[config.mk]
export PLATFORM = sky130hd
export DESIGN_NAME = ddr3_iod_dly_sequencer_flat
export DESIGN_NICKNAME = d
export VERILOG_FILES = /design/src/rtl/ddr3_iod_dly_sequencer_if.sv /design/src/rtl/ddr3_iod_dly_sequencer.sv /design/src/flat_wrapper.sv
export SDC_FILE = /design/constraint.sdc
export NUM_CORES = 1
export LEC_CHECK = 0
export ABC_CLOCK_PERIOD_IN_PS = 5050
export CORE_MARGIN = 2
export CORE_UTILIZATION = 50
export DETAILED_ROUTE_END_ITERATION = 6
export HOLD_SLACK_MARGIN = 0.06
export PLACE_DENSITY_LB_ADDON = 0.2
export SYNTH_ARGS = -nofsm -noshare
export SYNTH_HDL_FRONTEND = slang
export SYNTH_SLANG_ARGS = --single-unit
[constraint.sdc]
create_clock -name fab_clk -period 5.05 [get_ports fab_clk]
set_clock_uncertainty 0.05 [all_clocks]
set_input_delay 1.515 -clock fab_clk [delete_from_list [all_inputs] [get_ports fab_clk]]
set_output_delay 1.515 -clock fab_clk [all_outputs]
set_load 0.03 [all_outputs]
[src/rtl/ddr3_iod_dly_sequencer_if.sv]
// Request/completion interface between training logic and the IOD delay sequencer.
// The master issues one tap-target request at a time; the slave reports DONE/ERR.
interface ddr3_iod_dly_sequencer_if #(
    parameter int NUM_LANES = 4,
    parameter int TAP_W     = 8
);
    localparam int LANE_W = (NUM_LANES > 1) ? $clog2(NUM_LANES) : 1;

    logic              req_valid;
    logic              req_ready;
    logic [LANE_W-1:0] req_lane;
    logic [TAP_W-1:0]  req_tap;
    logic              req_load;
    logic              done;
    logic              err;

    modport master (
        output req_valid, req_lane, req_tap, req_load,
        input  req_ready, done, err
    );

    modport slave (
        input  req_valid, req_lane, req_tap, req_load,
        output req_ready, done, err
    );
endinterface

[src/rtl/ddr3_iod_dly_sequencer.sv]
// Drives the LOAD/MOVE/DIRECTION controls of NUM_LANES DDR3 IOD delay lines,
// stepping one lane at a time to a requested tap and tracking every lane's tap.
// Optional build macro DDR3_DLY_READBACK_EN adds rd_lane/rd_tap tap readback.
//
// state    | meaning
// ---------+--------------------------------------------------------------
// S_IDLE   | ready for a request
// S_LOAD   | load strobe on the selected lane, lane tap forced to 0
// S_SETTLE | one quiet cycle after a load
// S_SETUP  | direction valid; decide whether any steps are needed
// S_STEP   | move strobe on the selected lane, tap updated
// S_GAP    | quiet cycles after a move; out-of-range flag checked here
// S_FIN    | done pulse (err if rejected/aborted), direction released
module ddr3_iod_dly_sequencer #(
    parameter int NUM_LANES = 4,
    parameter int TAP_W     = 8,
    parameter int MAX_TAP   = 127,
    parameter int MOVE_GAP  = 2,
    localparam int LANE_W   = (NUM_LANES > 1) ? $clog2(NUM_LANES) : 1
) (
    input  logic                 fab_clk,
    input  logic                 sync_rst,
    ddr3_iod_dly_sequencer_if.slave req,
    output logic [NUM_LANES-1:0] delay_line_load,
    output logic [NUM_LANES-1:0] delay_line_move,
    output logic [NUM_LANES-1:0] delay_line_direction,
    input  logic [NUM_LANES-1:0] delay_line_out_of_range
`ifdef DDR3_DLY_READBACK_EN
    ,
    input  logic [LANE_W-1:0]    rd_lane,
    output logic [TAP_W-1:0]     rd_tap
`endif
);
    localparam int GAP_W = (MOVE_GAP > 1) ? $clog2(MOVE_GAP) : 1;
    localparam logic [TAP_W-1:0] MAX_TAP_V = TAP_W'(MAX_TAP);

    typedef enum logic [2:0] {
        S_IDLE, S_LOAD, S_SETTLE, S_SETUP, S_STEP, S_GAP, S_FIN
    } state_t;

    state_t            state;
    logic [LANE_W-1:0] lane_q;
    logic [TAP_W-1:0]  target_q;
    logic [GAP_W-1:0]  gap_cnt;
    logic [TAP_W-1:0]  taps [NUM_LANES];

    logic [NUM_LANES-1:0] sel;
    logic [NUM_LANES-1:0] req_sel;
    logic [TAP_W-1:0]     cur_tap;
    logic [TAP_W-1:0]     req_cur_tap;
    logic [TAP_W-1:0]     next_tap;

    // Lane decode and the tap value one step towards the target.
    always_comb begin
        sel              = '0;
        sel[lane_q]      = 1'b1;
        req_sel          = '0;
        req_sel[req.req_lane] = 1'b1;
        cur_tap          = taps[lane_q];
        req_cur_tap      = taps[req.req_lane];
        next_tap         = delay_line_direction[lane_q] ? cur_tap + TAP_W'(1)
                                                        : cur_tap - TAP_W'(1);
    end

    // Sequencer FSM with registered strobes, handshake and tap counters.
    always_ff @(posedge fab_clk) begin
        if (sync_rst) begin
            state                <= S_IDLE;
            lane_q               <= '0;
            target_q             <= '0;
            gap_cnt              <= '0;
            req.req_ready        <= 1'b0;
            req.done             <= 1'b0;
            req.err              <= 1'b0;
            delay_line_load      <= '0;
            delay_line_move      <= '0;
            delay_line_direction <= '0;
            for (int i = 0; i < NUM_LANES; i++) taps[i] <= '0;
        end else begin
            req.req_ready   <= 1'b0;
            req.done        <= 1'b0;
            req.err         <= 1'b0;
            delay_line_load <= '0;
            delay_line_move <= '0;
            case (state)
                S_IDLE: begin
                    req.req_ready <= 1'b1;
                    if (req.req_valid && req.req_ready) begin
                        req.req_ready <= 1'b0;
                        lane_q        <= req.req_lane;
                        target_q      <= req.req_tap;
                        if (req.req_tap > MAX_TAP_V) begin
                            state    <= S_FIN;
                            req.done <= 1'b1;
                            req.err  <= 1'b1;
                        end else if (req.req_load) begin
                            state                 <= S_LOAD;
                            delay_line_load       <= req_sel;
                            taps[req.req_lane]    <= '0;
                        end else begin
                            state                <= S_SETUP;
                            delay_line_direction <= (req.req_tap > req_cur_tap) ? req_sel : '0;
                        end
                    end
                end
                S_LOAD: state <= S_SETTLE;
                S_SETTLE: begin
                    state                <= S_SETUP;
                    delay_line_direction <= (target_q > cur_tap) ? sel : '0;
                end
                S_SETUP: begin
                    if (target_q == cur_tap) begin
                        state                <= S_FIN;
                        req.done             <= 1'b1;
                        delay_line_direction <= '0;
                    end else begin
                        state           <= S_STEP;
                        delay_line_move <= sel;
                        taps[lane_q]    <= next_tap;
                    end
                end
                S_STEP: begin
                    state   <= S_GAP;
                    gap_cnt <= GAP_W'(MOVE_GAP - 1);
                end
                S_GAP: begin
                    if (delay_line_out_of_range[lane_q]) begin
                        state                <= S_FIN;
                        req.done             <= 1'b1;
                        req.err              <= 1'b1;
                        delay_line_direction <= '0;
                    end else if (gap_cnt == '0) begin
                        if (cur_tap == target_q) begin
                            state                <= S_FIN;
                            req.done             <= 1'b1;
                            delay_line_direction <= '0;
                        end else begin
                            state           <= S_STEP;
                            delay_line_move <= sel;
                            taps[lane_q]    <= next_tap;
                        end
                    end else begin
                        gap_cnt <= gap_cnt - GAP_W'(1);
                    end
                end
                S_FIN: begin
                    state         <= S_IDLE;
                    req.req_ready <= 1'b1;
                end
                default: state <= S_IDLE;
            endcase
        end
    end

`ifdef DDR3_DLY_READBACK_EN
    // Registered readback of any lane's current tap.
    always_ff @(posedge fab_clk) begin
        if (sync_rst) rd_tap <= '0;
        else          rd_tap <= taps[rd_lane];
    end
`else
    // Tap counters stay internal in this build.
`endif
endmodule

[src/flat_wrapper.sv]
// flat-port wrapper written by rule: the top's interface ports become plain ports
module ddr3_iod_dly_sequencer_flat 
#(
    parameter int NUM_LANES = 4,
    parameter int TAP_W     = 8,
    parameter int MAX_TAP   = 127,
    parameter int MOVE_GAP  = 2,
    localparam int LANE_W   = (NUM_LANES > 1) ? $clog2(NUM_LANES) : 1
)
  (fab_clk, sync_rst, delay_line_load, delay_line_move, delay_line_direction, delay_line_out_of_range, req_req_valid, req_req_lane, req_req_tap, req_req_load, req_req_ready, req_done, req_err);
  ddr3_iod_dly_sequencer_if #(.NUM_LANES(NUM_LANES), .TAP_W(TAP_W)) req_i ();
  input  logic fab_clk;
  input  logic sync_rst;
  output logic [NUM_LANES-1:0] delay_line_load;
  output logic [NUM_LANES-1:0] delay_line_move;
  output logic [NUM_LANES-1:0] delay_line_direction;
  input  logic [NUM_LANES-1:0] delay_line_out_of_range;
  input wire logic [$bits(req_i.req_valid)-1:0] req_req_valid;
  input wire logic [$bits(req_i.req_lane)-1:0] req_req_lane;
  input wire logic [$bits(req_i.req_tap)-1:0] req_req_tap;
  input wire logic [$bits(req_i.req_load)-1:0] req_req_load;
  output wire logic [$bits(req_i.req_ready)-1:0] req_req_ready;
  output wire logic [$bits(req_i.done)-1:0] req_done;
  output wire logic [$bits(req_i.err)-1:0] req_err;
  assign req_i.req_valid = req_req_valid;
  assign req_i.req_lane = req_req_lane;
  assign req_i.req_tap = req_req_tap;
  assign req_i.req_load = req_req_load;
  assign req_req_ready = req_i.req_ready;
  assign req_done = req_i.done;
  assign req_err = req_i.err;
  ddr3_iod_dly_sequencer #(.NUM_LANES(NUM_LANES), .TAP_W(TAP_W), .MAX_TAP(MAX_TAP), .MOVE_GAP(MOVE_GAP)) u_core (.fab_clk(fab_clk), .sync_rst(sync_rst), .req(req_i), .delay_line_load(delay_line_load), .delay_line_move(delay_line_move), .delay_line_direction(delay_line_direction), .delay_line_out_of_range(delay_line_out_of_range));
endmodule
==> key figures <==
Status
  – Outcome: complete, no violations

Cells and area
  – Layout cells sized above 1: roughly 12%
  – Number of filler cells placed in the layout: 634
  – Synth-to-layout area growth: 17.03%
  – Commonest cells after routing, fill and taps aside: nor2_1, nand2_1, clkdlybuf4s50_1, edfxtp_1
  – Total Nets Final: 440
  – Diode count: 0
  – Commonest non-fill, non-tap cell in the layout: nor2_1

Logic synthesis
  – Synthesized cell area: roughly 3700 um^2
  – Ys async rst share: 0%
  – Synth top area cells: edfxtp_1, dfxtp_1, mux4_2, ha_1, nor2_1
  – Number of enable flip-flop cells after synthesis: 32
  – Main synth FF type: edfxtp_1
  – Syn Area/Cell: ~10 um^2
  – Mapped Nets: around 400
  – Yosys top cell by area: edfxtp_1
  – Unique cell type count in the Yosys netlist: 54
  – Post-synth top area share: approximately a quarter
  – YS warnings: 0
  – Seq/Total Area, Yosys: between 40 and 50%
  – Synth Instances: approximately 370
  – Yosys reg bits: 63

Timing
  – Max Clk Rate: 0.2442 GHz
  – Max Slew Vio Count: 0
  – Worst-Margin Slew: ~650 ps
  – RSZ-0062 raised after global routing: false
  – Final TNS setup: 0 ps
  – Min cycle time layout: a little over 4000 ps
  – Fin. Hold Viols: 0
  – Slew Limit Headroom: between 50 and 60%
  – Setup violators final: 0
  – Period utilization: 81.09%

Floorplanning
  – Initial Util: about 50%
  – Die height: 90.23 um
  – # IOs: 33
  – Row cnt: 31
  – Die X: about 90 um
  – Core Box Area: 7214 um^2
  – Full die area: about 8000 um^2

Worst setup path
  – Critical-path cell list: clkdlybuf4s50_1 > mux4_2 > inv_1 > ha_1 > a211o_1 > a21oi_1 > nand3_1 > nand4b_1 > a311oi_1
  – Top delay family on crit path: buffers and inverters
  – CP max FO: 9
  – Nature of the critical path endpoint: flip-flop
  – Critical path data required time: between 5000 and 6000 ps
  – Bufs and invs on worst path: 2
  – Slowest CP cell: clkdlybuf4s50_1
  – Critical path type: input pin to flip-flop
  – Max stage delay on crit path: roughly 840 ps
  – CP Launch Type: input pin
  – Crit path arrival time: between 4000 and 5000 ps

Route
  – Detailed Route WL: 9136 um
  – DR iter-0 viols: 189
  – Pre-Repair DR Iteration Count: 4
  – Routed len/inst: around 18 um
  – Drt drc: 0
  – Vias/cell: 5.833
  – Routed via count: 2934
  – DRT antenna net count: 0

CTS
  – Clock slew seen by the registers of the worst setup and hold paths: ~70 ps
  – Setup Fix Bufs, Post-CTS: 0
  – Cts repair resizes: 0
  – CTS tree: done
  – Root buffer cell: clkbuf_8
  – Max Buffers Root-to-Sink: 2
  – H-tree level count: 3
  – Clk_lat worst skew: 340 ps
  – Post-CTS Hold Fix Bufs: 0
  – Clock Sinks: between 60 and 70
  – Num CTS Buffers: 9

Power
  – Total power draw: just over 2 mW
  – Power per standard cell area: approximately 470 nW/um^2
  – Pleak: roughly 1.6 nW
  – Peak VDD IR: 0.3451 mV

Place
  – Routability Congestion: 0.9203
  – Port bufs: 32
  – Dpl hpwl: ~7000 um

Global routing
  – Largest net degree at the start of global routing: 20
  – First-pass GRT wire length: 14680 um
  – GRT Util Overall: a little under a quarter
  – Vias in the first global route: between 2k and 3k
  – Total grt overflow: 0
  – Initial antenna violation count: 0

Flow run
  – Max cap viols: 0

Worst hold path
  – Worst min path class: flip-flop to flip-flop
worst paths after layout:
check | from | endpoint | slack, ps | depth (start not counted)
hold / removal | u_core.target_q[0] | u_core.target_q[0] | 410 | 2
setup reg to reg | flip-flop | u_core.taps[0][7] | 1520 | 8
setup / recovery | req_req_lane[0] | u_core.delay_line_direction[2] | 950 | 9
hold reg to reg | u_core.target_q[0] | u_core.target_q[0] | 410 | 2
power breakdown:
| part | switching [mW] | internal [mW] | total (mW) | leakage (nW) |
|---|---|---|---|---|
| Clock | 0.200 | 0.276 | 0.477 | 0.104 |
| Combinational | 0.507 | 0.350 | 0.857 | 0.917 |
| Sequential | 0.0836 | 0.608 | 0.691 | 0.577 |
| Total | 0.791 | 1.23 | 2.03 | 1.60 |
per-stage QoR:
step                cell area (um^2)  hold WS, ps  utilization (%)  setup slack (ps)  cells
global placement                4138        393.5            57.35             687.1    487
finish                          4350        411.3            60.30             954.7    503
detailed placement              4138        406.4            57.35             579.3    487
global route                    4350        435.9            60.30             760.3    503
floorplan                       3717        386.3                -              1297    366
CTS                             4350        416.5            60.30             946.8    503
state kept, by name (all words and copies together) (netlist names), named ones only:
| signal | cells |
|---|---|
| u_core.taps | 32 |
| u_core.delay_line_move | 4 |
| u_core.delay_line_direction | 4 |
| u_core.gap_cnt | 1 |
| u_core.state | 3 |
| u_core.lane_q | 2 |
| u_core.req.req_ready | 1 |
| u_core.req.err | 1 |
| u_core.delay_line_load | 4 |
| u_core.target_q | 8 |
| u_core.req.done | 1 |
cell type report:
class / instances / area (um^2) / share of cell area (%)
clock buffers: 10 / 127.6 / 2.934
repair buffers: 40 / 380.4 / 8.743
flip-flops and latches: 63 / 1582 / 36.35
clock inverters: 6 / 85.08 / 1.956
well taps: 99 / 123.9 / 2.847
multi-input cells: 254 / 1936 / 44.49
inverters: 31 / 116.4 / 2.675
synth_stat cells (5+ instances only):
| cell type | instances |
|---|---|
| inv_1 | 31 |
| xnor2_1 | 5 |
| nand4_1 | 5 |
| mux4_2 | 18 |
| nor3_1 | 7 |
| dfxtp_1 | 31 |
| nor2_1 | 42 |
| a21oi_1 | 30 |
| nand3_1 | 6 |
| o21ai_0 | 10 |
| ha_1 | 22 |
| clkbuf_1 | 13 |
| o211ai_1 | 5 |
| edfxtp_1 | 32 |
| nand2_1 | 33 |
tightest hold or removal path, delay by kind of cell, from the launching register on:
kind / cells / cell delay, ps
simple gates: 1 / 50
compound gates: 1 / 50
flops: 1 / 310
kinds of logic after synthesis:
family,after synthesis,synth area share (%)
AOI/OAI and AO/OA,77,13.97
xor gates and xnor gates,5,1.178
adders and majority gates,23,7.943
buffers and inverters,49,5.385
DFF,63,42.54
muxes,18,10.91
and+or+nand+nor,131,18.07
metal layers:
layer / vias up / global-route usage, % / wire [um]
met2: 82 / 38.22 / 4214
met3: 15 / 5.951 / 624
li1: 1413 / - / -
met4: 0 / 9.103 / 197
met1: 1424 / 30.66 / 4099
met5: - / 0 / 0
Power figures use the tool's default switching activity.
